### src/rtl/irq_ctrl.sv
// Eight-source interrupt controller for the 65C02 IRQ line.
// Per-source sync, edge/level latch, mask, priority vector, registered bus reads.
module irq_ctrl #(
   parameter int          NSRC = 8,
   parameter logic [15:0] BASE = 16'h8810
) (
   input  logic            clk,
   input  logic            resb,
   input  logic [15:0]     ab,
   input  logic            we,
   input  logic [7:0]      di,
   output logic [7:0]      dout,
   output logic            sel,
   input  logic [NSRC-1:0] src,
   output logic            irq
);

   localparam logic [7:0] VMASK = 8'((1 << NSRC) - 1);

   logic [7:0] src_w;
   logic [7:0] s1, s2, s3;
   logic [7:0] pend, mask, edg;
   logic [7:0] en, w1c, pend_nx, vec, rmux;
   logic [2:0] off, idx;
   logic       hit, wr, rd;

   assign hit = (ab[15:3] == BASE[15:3]);
   assign off = ab[2:0];
   assign wr  = hit & we;
   assign rd  = hit & ~we;
   assign en  = pend & mask;

   always_comb begin
      src_w = '0;
      src_w[NSRC-1:0] = src;
   end

   assign w1c = (wr && off == 3'd1) ? (di & VMASK) : 8'h00;

   // Edge bits: hold, clear on W1C, set wins; level bits track s2.
   assign pend_nx = ((((pend & ~w1c) | (s2 & ~s3)) & edg)
                   | (s2 & ~edg)) & VMASK;

   always_comb begin
      idx = 3'd0;
      for (int i = 7; i >= 0; i--)
         if (en[i]) idx = 3'(i);
   end

   assign vec = (|en) ? {1'b1, 4'b0000, idx} : 8'h00;

   always_comb begin
      rmux = 8'h00;
      unique case (off)
         3'd0:    rmux = s2;
         3'd1:    rmux = pend;
         3'd2:    rmux = mask;
         3'd3:    rmux = edg;
         3'd4:    rmux = vec;
         default: rmux = 8'h00;
      endcase
   end

   always_ff @(posedge clk or negedge resb) begin
      if (!resb) begin
         s1   <= '0;
         s2   <= '0;
         s3   <= '0;
         pend <= '0;
         mask <= '0;
         edg  <= '0;
         irq  <= 1'b0;
         sel  <= 1'b0;
         dout <= '0;
      end else begin
         s1   <= src_w & VMASK;
         s2   <= s1;
         s3   <= s2;
         pend <= pend_nx;
         irq  <= |en;
         sel  <= rd;
         if (wr && off == 3'd2) mask <= di & VMASK;
         if (wr && off == 3'd3) edg  <= di & VMASK;
         if (rd) dout <= rmux;
      end
   end

endmodule

### config.mk
export PLATFORM = sky130hd
export DESIGN_NAME = irq_ctrl
export DESIGN_NICKNAME = d
export VERILOG_FILES = /design/src/rtl/irq_ctrl.sv
export SDC_FILE = /design/constraint.sdc
export NUM_CORES = 1
export LEC_CHECK = 0
export BUFFER_PORTS_ARGS = -buffer_cell sky130_fd_sc_hd__buf_2
export CAP_MARGIN = 0
export CORE_ASPECT_RATIO = 1.25
export CORE_MARGIN = 2
export CORE_UTILIZATION = 49
export CTS_CLUSTER_DIAMETER = 40
export DETAILED_ROUTE_END_ITERATION = 10
export HOLD_SLACK_MARGIN = 0.02
export PLACE_DENSITY_LB_ADDON = 0.15
export SYNTH_ARGS = -nofsm -noshare
export SYNTH_HDL_FRONTEND = slang
export SYNTH_SLANG_ARGS = --single-unit
### constraint.sdc
create_clock -name clk -period 1.46 [get_ports clk]
set_clock_uncertainty 0.1 [all_clocks]
set_input_delay 0 -clock clk [delete_from_list [all_inputs] [get_ports clk]]
set_output_delay 0 -clock clk [all_outputs]
set_load 0.03 [all_outputs]
==> results of run 1 <==
==> placed cells by master, fill, tap and decap left out, drive strengths merged <==
master and instances:
dlygate4sd3 19, o211ai 1, a32o 8, nand4 2, clkinv 2, bufinv 1
a22oi 1, nor2b 4, nor2 6, a31o 4, nor4b 2, clkbuf 12
mux4 8, nand4b 1, a21oi 2, nand2 25, and3b 2, nor3b 1
nand3 2, nor3 1, a22o 2, nand2b 1, buf 67, and3 2
dfrtp 58, a32oi 2, and2 1, nor4 1, mux2 17, a31oi 2
inv 2
==> stage by stage <==
step | power (mW) | setup slack (ps)
3_5_place_dp | 1.896 | -286.3
3_3_place_gp | 1.888 | -201.7
6_report | 3.305 | -87.61
4_1_cts | 3.345 | -68.73
5_1_grt | 3.446 | -111.6
2_1_floorplan | 1.767 | -13.13
==> power by group through the flow <==
stage | Sequential (mW) | Clock, mW | Combinational, mW
floorplan | 1.70 | 0 | 0.0661
finish | 1.68 | 1.40 | 0.229
CTS | 1.68 | 1.44 | 0.230
detailed placement | 1.71 | 0 | 0.187
global placement | 1.71 | 0 | 0.182
global route | 1.68 | 1.51 | 0.251
==> layer usage <==
layer / vias to the layer above / track usage / part of all wire
li1: 791 / - / -
met1: 824 / 0.2720 / 0.43
met2: 52 / 0.3323 / 0.49
met3: 11 / 0.04986 / 0.056
met4: 0 / 0.1438 / 0.026
met5: - / 0 / 0
==> synthesized netlist by cell type (all sizes together) (2+ instances only) <==
| library cell | n |
|---|---|
| nor4b | 2 |
| buf | 5 |
| nand3 | 2 |
| mux4 | 8 |
| nand2 | 25 |
| inv | 2 |
| a32o | 8 |
| nor2 | 6 |
| and3b | 2 |
| nand4 | 2 |
| nor2b | 4 |
| a22o | 2 |
| dfrtp | 58 |
| and3 | 2 |
| a21oi | 2 |
| a31o | 4 |
| mux2 | 17 |
| a32oi | 2 |
| a31oi | 2 |
==> final cells by class <==
class / instances / area share
clock inverters: 3 / 0.01257
repair buffers: 86 / 0.1870
well taps: 60 / 0.02357
clock buffers: 12 / 0.04556
flip-flops and latches: 58 / 0.4556
multi-input cells: 98 / 0.2734
inverters: 2 / 0.002357
==> kinds of logic after synthesis <==
group	count (synthesis)
compound gates	22
buf+inv	7
flops	58
mux	25
simple gates	51
==> sequential cells by signal, summed over array words and instances (netlist names) <==
register / count
dout: 8
edg: 8
irq: 1
mask: 8
pend: 8
s1: 8
s2: 8
s3: 8
sel: 1
==> what timing repair did <==
action / CTS / global route
endpoints found under the hold margin: 92 / 1
setup endpoints to repair: 2 / 4
hold buffers: 18 / 1
pin swaps: 1 / 2
resized for setup: 2 / 2
setup buffers: 2 / 0
==> path summary, 6_finish.rpt <==
path / start / endpoint / slack, ps / depth (start not counted)
hold / removal: resb / s3[0] / 80 / 3
hold reg to reg: s1[7] / s2[7] / 250 / 0
setup / recovery: pend[7] / dout[7] / -90 / 4
min in group clk: ab[2] / dout[2] / 110 / 4
setup reg to reg: pend[7] / dout[7] / -90 / 4
max in group asynchronous: resb / s2[5] / 910 / 3
==> worst register-to-register path: cells and delay by family, from the launching register on <==
kind / cells / cell delay, ps
multiplexers: 1 / 480
flip-flops: 1 / 410
AND/OR/NAND/NOR: 1 / 170
AO/OA/AOI/OAI: 2 / 260
==> impl_metrics.yaml, run 1 <==
floorplan:
  chip_width_um: 65.76
  initial_core_util: 0.5013
  top_level_ports: 45
  core-area_mm2: 0.004659
  fp.dieH_um: 81.20
  die_area_mm2: 0.005339
  row_count: 28
critical_path:
  worstSetupPathType: "register to register"
  cp_max_fo: 4
  critical_path.cell_chain: "mux4_2, and2_4, a31oi_1, a21oi_1"
  timing.critical_path.to_type: "register"
  cp_num_buf_inv: 0
  cp-start-kind: "register"
  crit_path_max_incr_delay_ps: 480
  path_delay_family: "multiplexers"
  cp.arrival_ps: 1660
  required_ps: 1570
  cpMaxStageDelayCell: "sky130_fd_sc_hd__mux4_2"
power_and_ir_drop:
  pleak_nw: 1.550
  power.density_mw_per_mm2: 1037
  power.share.combinational: 0.069
  total_switching_power_mw: 0.7032
  power_switching_share: 0.2128
  irDropWorstVdd_mv: 0.8766
  power.internal_mw: 2.602
  share_clk_of_total_power: 0.422
  seqPwrFrac: 0.508
sta:
  total_negative_setup_slack_ps: -159.0
  final-max-slew-violation-count: 0
  hold_violations: 0
  rsz0062_at_grt: "true"
  hold_slack_ps: 78.83
  slew_headroom: 0.7731
  finalCritPeriodShare: 1.060
  max_slew.worst_pin.slew_ps: 340.4
  max_frequency_mhz: 646.2
  finalSetupViolations: 2
  period_minus_slack_ps: 1548
  finalWorstSetupSlack_ps: -87.61
run_status:
  status: "complete, but fails checks"
  failed_checks: "negative setup slack"
cells_and_area:
  post_layout_instance_count_excluding_filler_cells: 319
  diodes: 0
  final_net_count: 290
  multi_input_comb_area_um2: 870.8
  post_route_cells_drive_above_1_share: 0.4247
  postLayoutCellArea_mm2: 0.003186
  fillers: 336
  flow.area_growth_from_synthesis_pct: 36.37
  seqCellArea_mm2: 0.001451
  finalCoreUtilization: 0.6837
route:
  wl_per_cell_um: 15.55
  detailedRoute.firstPassIterationCount: 4
  ant_nets: 0
  vias: 1678
  drt-initial-drc-count: 88
  route.detailed.drc: 0
  vias_per_cell: 5.260
  drt-total-wl_um: 4961
synth:
  yosys_register_bits: 58
  post_synth_and_or_nand_nor_area_fraction: 0.1232
  count_of_flip_flops_with_a_built_in_enable_after_synthesis: 0
  synth.mux.area_fraction: 0.1591
  yosys.area_share.adder: 0
  synth_top_family_by_area: "multiplexers"
  mappedNetlistArea_mm2: 0.002336
  yosysUniqueCellTypes: 31
  synth_nets: 198
  yosys-top-cells-area: "sky130_fd_sc_hd__dfrtp_1 62%, sky130_fd_sc_hd__mux4_2 7.7%, sky130_fd_sc_hd__mux2_2 4.3%"
  synthCells: 163
  synth_top_flop_cell: "sky130_fd_sc_hd__dfrtp_1"
  seq_area_frac_synth: 0.6213
  yosys_warnings: 0
  synth_largest_type_area_fraction: 0.6213
  synth-xor-area-share: 0
  syn-mean-instance-area_um2: 14.33
  synth_top_cell_by_area: "sky130_fd_sc_hd__dfrtp_1"
  postSynth.asyncResetShare: 1.000
  synth_compound_area_frac: 0.08034
clock_tree:
  cts-buffers-inserted: 9
  tritoncts: "done"
  root_buffer: "sky130_fd_sc_hd__clkbuf_8"
  htree_num_levels: 3
  cts.sink_count: 58
  clock_latency_ps: 330
  cts_buffer_depth: 2
  worst_setup_hold_path_clk_slew_ps: 60
global_routing:
  grt_first_pass_wirelength_um: 8286
  grt_overflow_total: 0
  grt_start_max_net_pins: 59
  antenna_found_initial: 0
  globalRouteTotalUtil: 0.2157
  vias_in_the_first_global_route: 1754
place:
  dp.final_hpwl_um: 3490
  placed_standard_cell_area_mm2: 0.002776
  number_of_buffer_cells_added_on_primary_ports: 44
  global_placer_s_final_weighted_congestion: 0.8326
  numPlacedInstances: 283
job:
  cap_viol_max_count: 0
hold_path:
  worst_hold_path_type: "primary input to asynchronous set/reset pin"
Note: power is estimated with default switching activity, not from simulation.
==> run 2: changes to the inputs <==
- BUFFER_PORTS_ARGS: -buffer_cell sky130_fd_sc_hd__buf_2 -> not set
- CORE_UTILIZATION: 49 -> 50
- DONT_BUFFER_PORTS: not set -> 1
==> impl_metrics.yaml, run 2 (same netlist as run 1, synthesis figures left out) <==
cells_and_area:
  post_route_cells_drive_above_1_share: 0.2884
  final_net_count: 247
  layout.cells.most_common_list: "58 x sky130_fd_sc_hd__dfrtp_1, 25 x sky130_fd_sc_hd__nand2_1, 21 x sky130_fd_sc_hd__dlygate4sd3_1, 20 x sky130_fd_sc_hd__buf_4, 12 x sky130_fd_sc_hd__clkbuf_8"
  diodes: 0
  fillers: 365
  flow.area_growth_from_synthesis_pct: 26.94
  layout_commonest_cell: "sky130_fd_sc_hd__dfrtp_1"
  post_layout_instance_count_excluding_filler_cells: 273
global_routing:
  globalRouteTotalUtil: 0.2050
  grt_overflow_total: 0
  antenna_found_initial: 0
  grt_start_max_net_pins: 59
  vias_in_the_first_global_route: 1597
  grt_first_pass_wirelength_um: 7728
floorplan:
  core-area_mm2: 0.004459
  row_count: 27
  fp.dieH_um: 80.42
  top_level_ports: 45
  die_area_mm2: 0.005238
  chip_width_um: 65.14
  initial_core_util: 0.5238
sta:
  finalWorstSetupSlack_ps: -104.2
  max_slew.worst_pin.slew_ps: 484.8
  slew_headroom: 0.6768
  final-max-slew-violation-count: 0
  hold_violations: 0
  finalCritPeriodShare: 1.071
  total_negative_setup_slack_ps: -138.3
  finalSetupViolations: 3
  max_frequency_mhz: 639.3
  period_minus_slack_ps: 1564
  rsz0062_at_grt: "true"
route:
  detailedRoute.firstPassIterationCount: 4
  route.detailed.drc: 0
  drt-total-wl_um: 4943
  vias_per_cell: 5.648
  wl_per_cell_um: 18.11
  vias: 1542
  ant_nets: 0
  drt-initial-drc-count: 90
power_and_ir_drop:
  irDropWorstVdd_mv: 0.8556
  power.density_mw_per_mm2: 1070
  pleak_nw: 1.368
critical_path:
  worstSetupPathType: "register to register"
  cpMaxStageDelayCell: "sky130_fd_sc_hd__mux4_2"
  crit_path_max_incr_delay_ps: 480
  critical_path.cell_chain: "mux4_2, a22o_1, mux2_4"
  timing.critical_path.to_type: "register"
  cp.arrival_ps: 1680
  required_ps: 1570
  cp_num_buf_inv: 0
  path_delay_family: "multiplexers"
  cp-start-kind: "register"
  cp_max_fo: 2
clock_tree:
  cts.sink_count: 58
  tritoncts: "done"
  cts_buffer_depth: 2
  worst_setup_hold_path_clk_slew_ps: 60
  clock_latency_ps: 330
  htree_num_levels: 3
  root_buffer: "sky130_fd_sc_hd__clkbuf_8"
  cts-buffers-inserted: 9
place:
  number_of_buffer_cells_added_on_primary_ports: 0
  numPlacedInstances: 235
  dp.final_hpwl_um: 3163
  global_placer_s_final_weighted_congestion: 0.8252
job:
  cap_viol_max_count: 0
run_status:
  status: "complete, but fails checks"
  failed_checks: "negative setup slack"
hold_path:
  worst_hold_path_type: "primary input to register"
[run 2: report_power, final]
| part | total, mW | internal (mW) | switching, mW |
|---|---|---|---|
| Clock | 1.31 | 0.732 | 0.581 |
| Sequential | 1.68 | 1.65 | 0.0273 |
| Combinational | 0.178 | 0.0980 | 0.0803 |
[run 2: final timing paths]
check,start,slack (ps),endpoint,cells after the start
min reg2reg,s1[5],250,s2[5],0
min in group asynchronous,resb,80,pend[0],2
max reg2reg,s2[0],-100,dout[0],3
max in group asynchronous,resb,920,pend[4],2
min,ab[0],20,dout[2],3
max,s2[0],-100,dout[0],3
[run 2: metal layers]
| layer | vias up | share of wire | track usage |
|---|---|---|---|
| met4 | 0 | 0.022 | 0.1021 |
| met2 | 67 | 0.48 | 0.3175 |
| met3 | 10 | 0.080 | 0.06583 |
| li1 | 702 | - | - |
| met5 | - | 0 | 0 |
| met1 | 763 | 0.42 | 0.2600 |
[run 2: cell type report]
class | instances | area, µm² | area share
Sequential cell | 58 | 1451 | 0.4895
Inverter | 2 | 7.507 | 0.002532
Clock buffer | 12 | 165.2 | 0.05570
Multi-Input combinational cell | 98 | 855.8 | 0.2886
Tap cell | 58 | 72.57 | 0.02447
Timing Repair Buffer | 43 | 400.4 | 0.1350
Clock inverter | 2 | 12.51 | 0.004219
[run 2: what timing repair did]
action | 4_1_cts | 5_1_grt
cloned | 0 | 0
buffers inserted | 1 | 1
setup endpoints to repair | 2 | 5
pin swaps | 7 | 3
hold buffers | 18 | 5
gates resized for setup | 1 | 1
hold endpoints to repair | 99 | 67
[run 2: tightest hold or removal path, cell delays in order]
cell	delay, ps
sky130_fd_sc_hd__mux4_2	210
sky130_fd_sc_hd__nand2_1	50
sky130_fd_sc_hd__a31oi_1	140
[run 2: metrics by stage]
stage                     power, mW    util  setup slack (ps)  hold slack (ps)  area [µm²]
final                         3.173  0.6650            -104.2            16.70        2965
after global routing          3.294  0.6650            -140.8            27.54        2965
after CTS                     3.147  0.6493            -81.73           -748.4        2895
after detailed placement      1.781  0.5665            -130.5           -393.9        2526
after global placement        1.778  0.5665            -65.65           -394.4        2526
after floorplan               1.767       -            -13.13           -395.6        2341
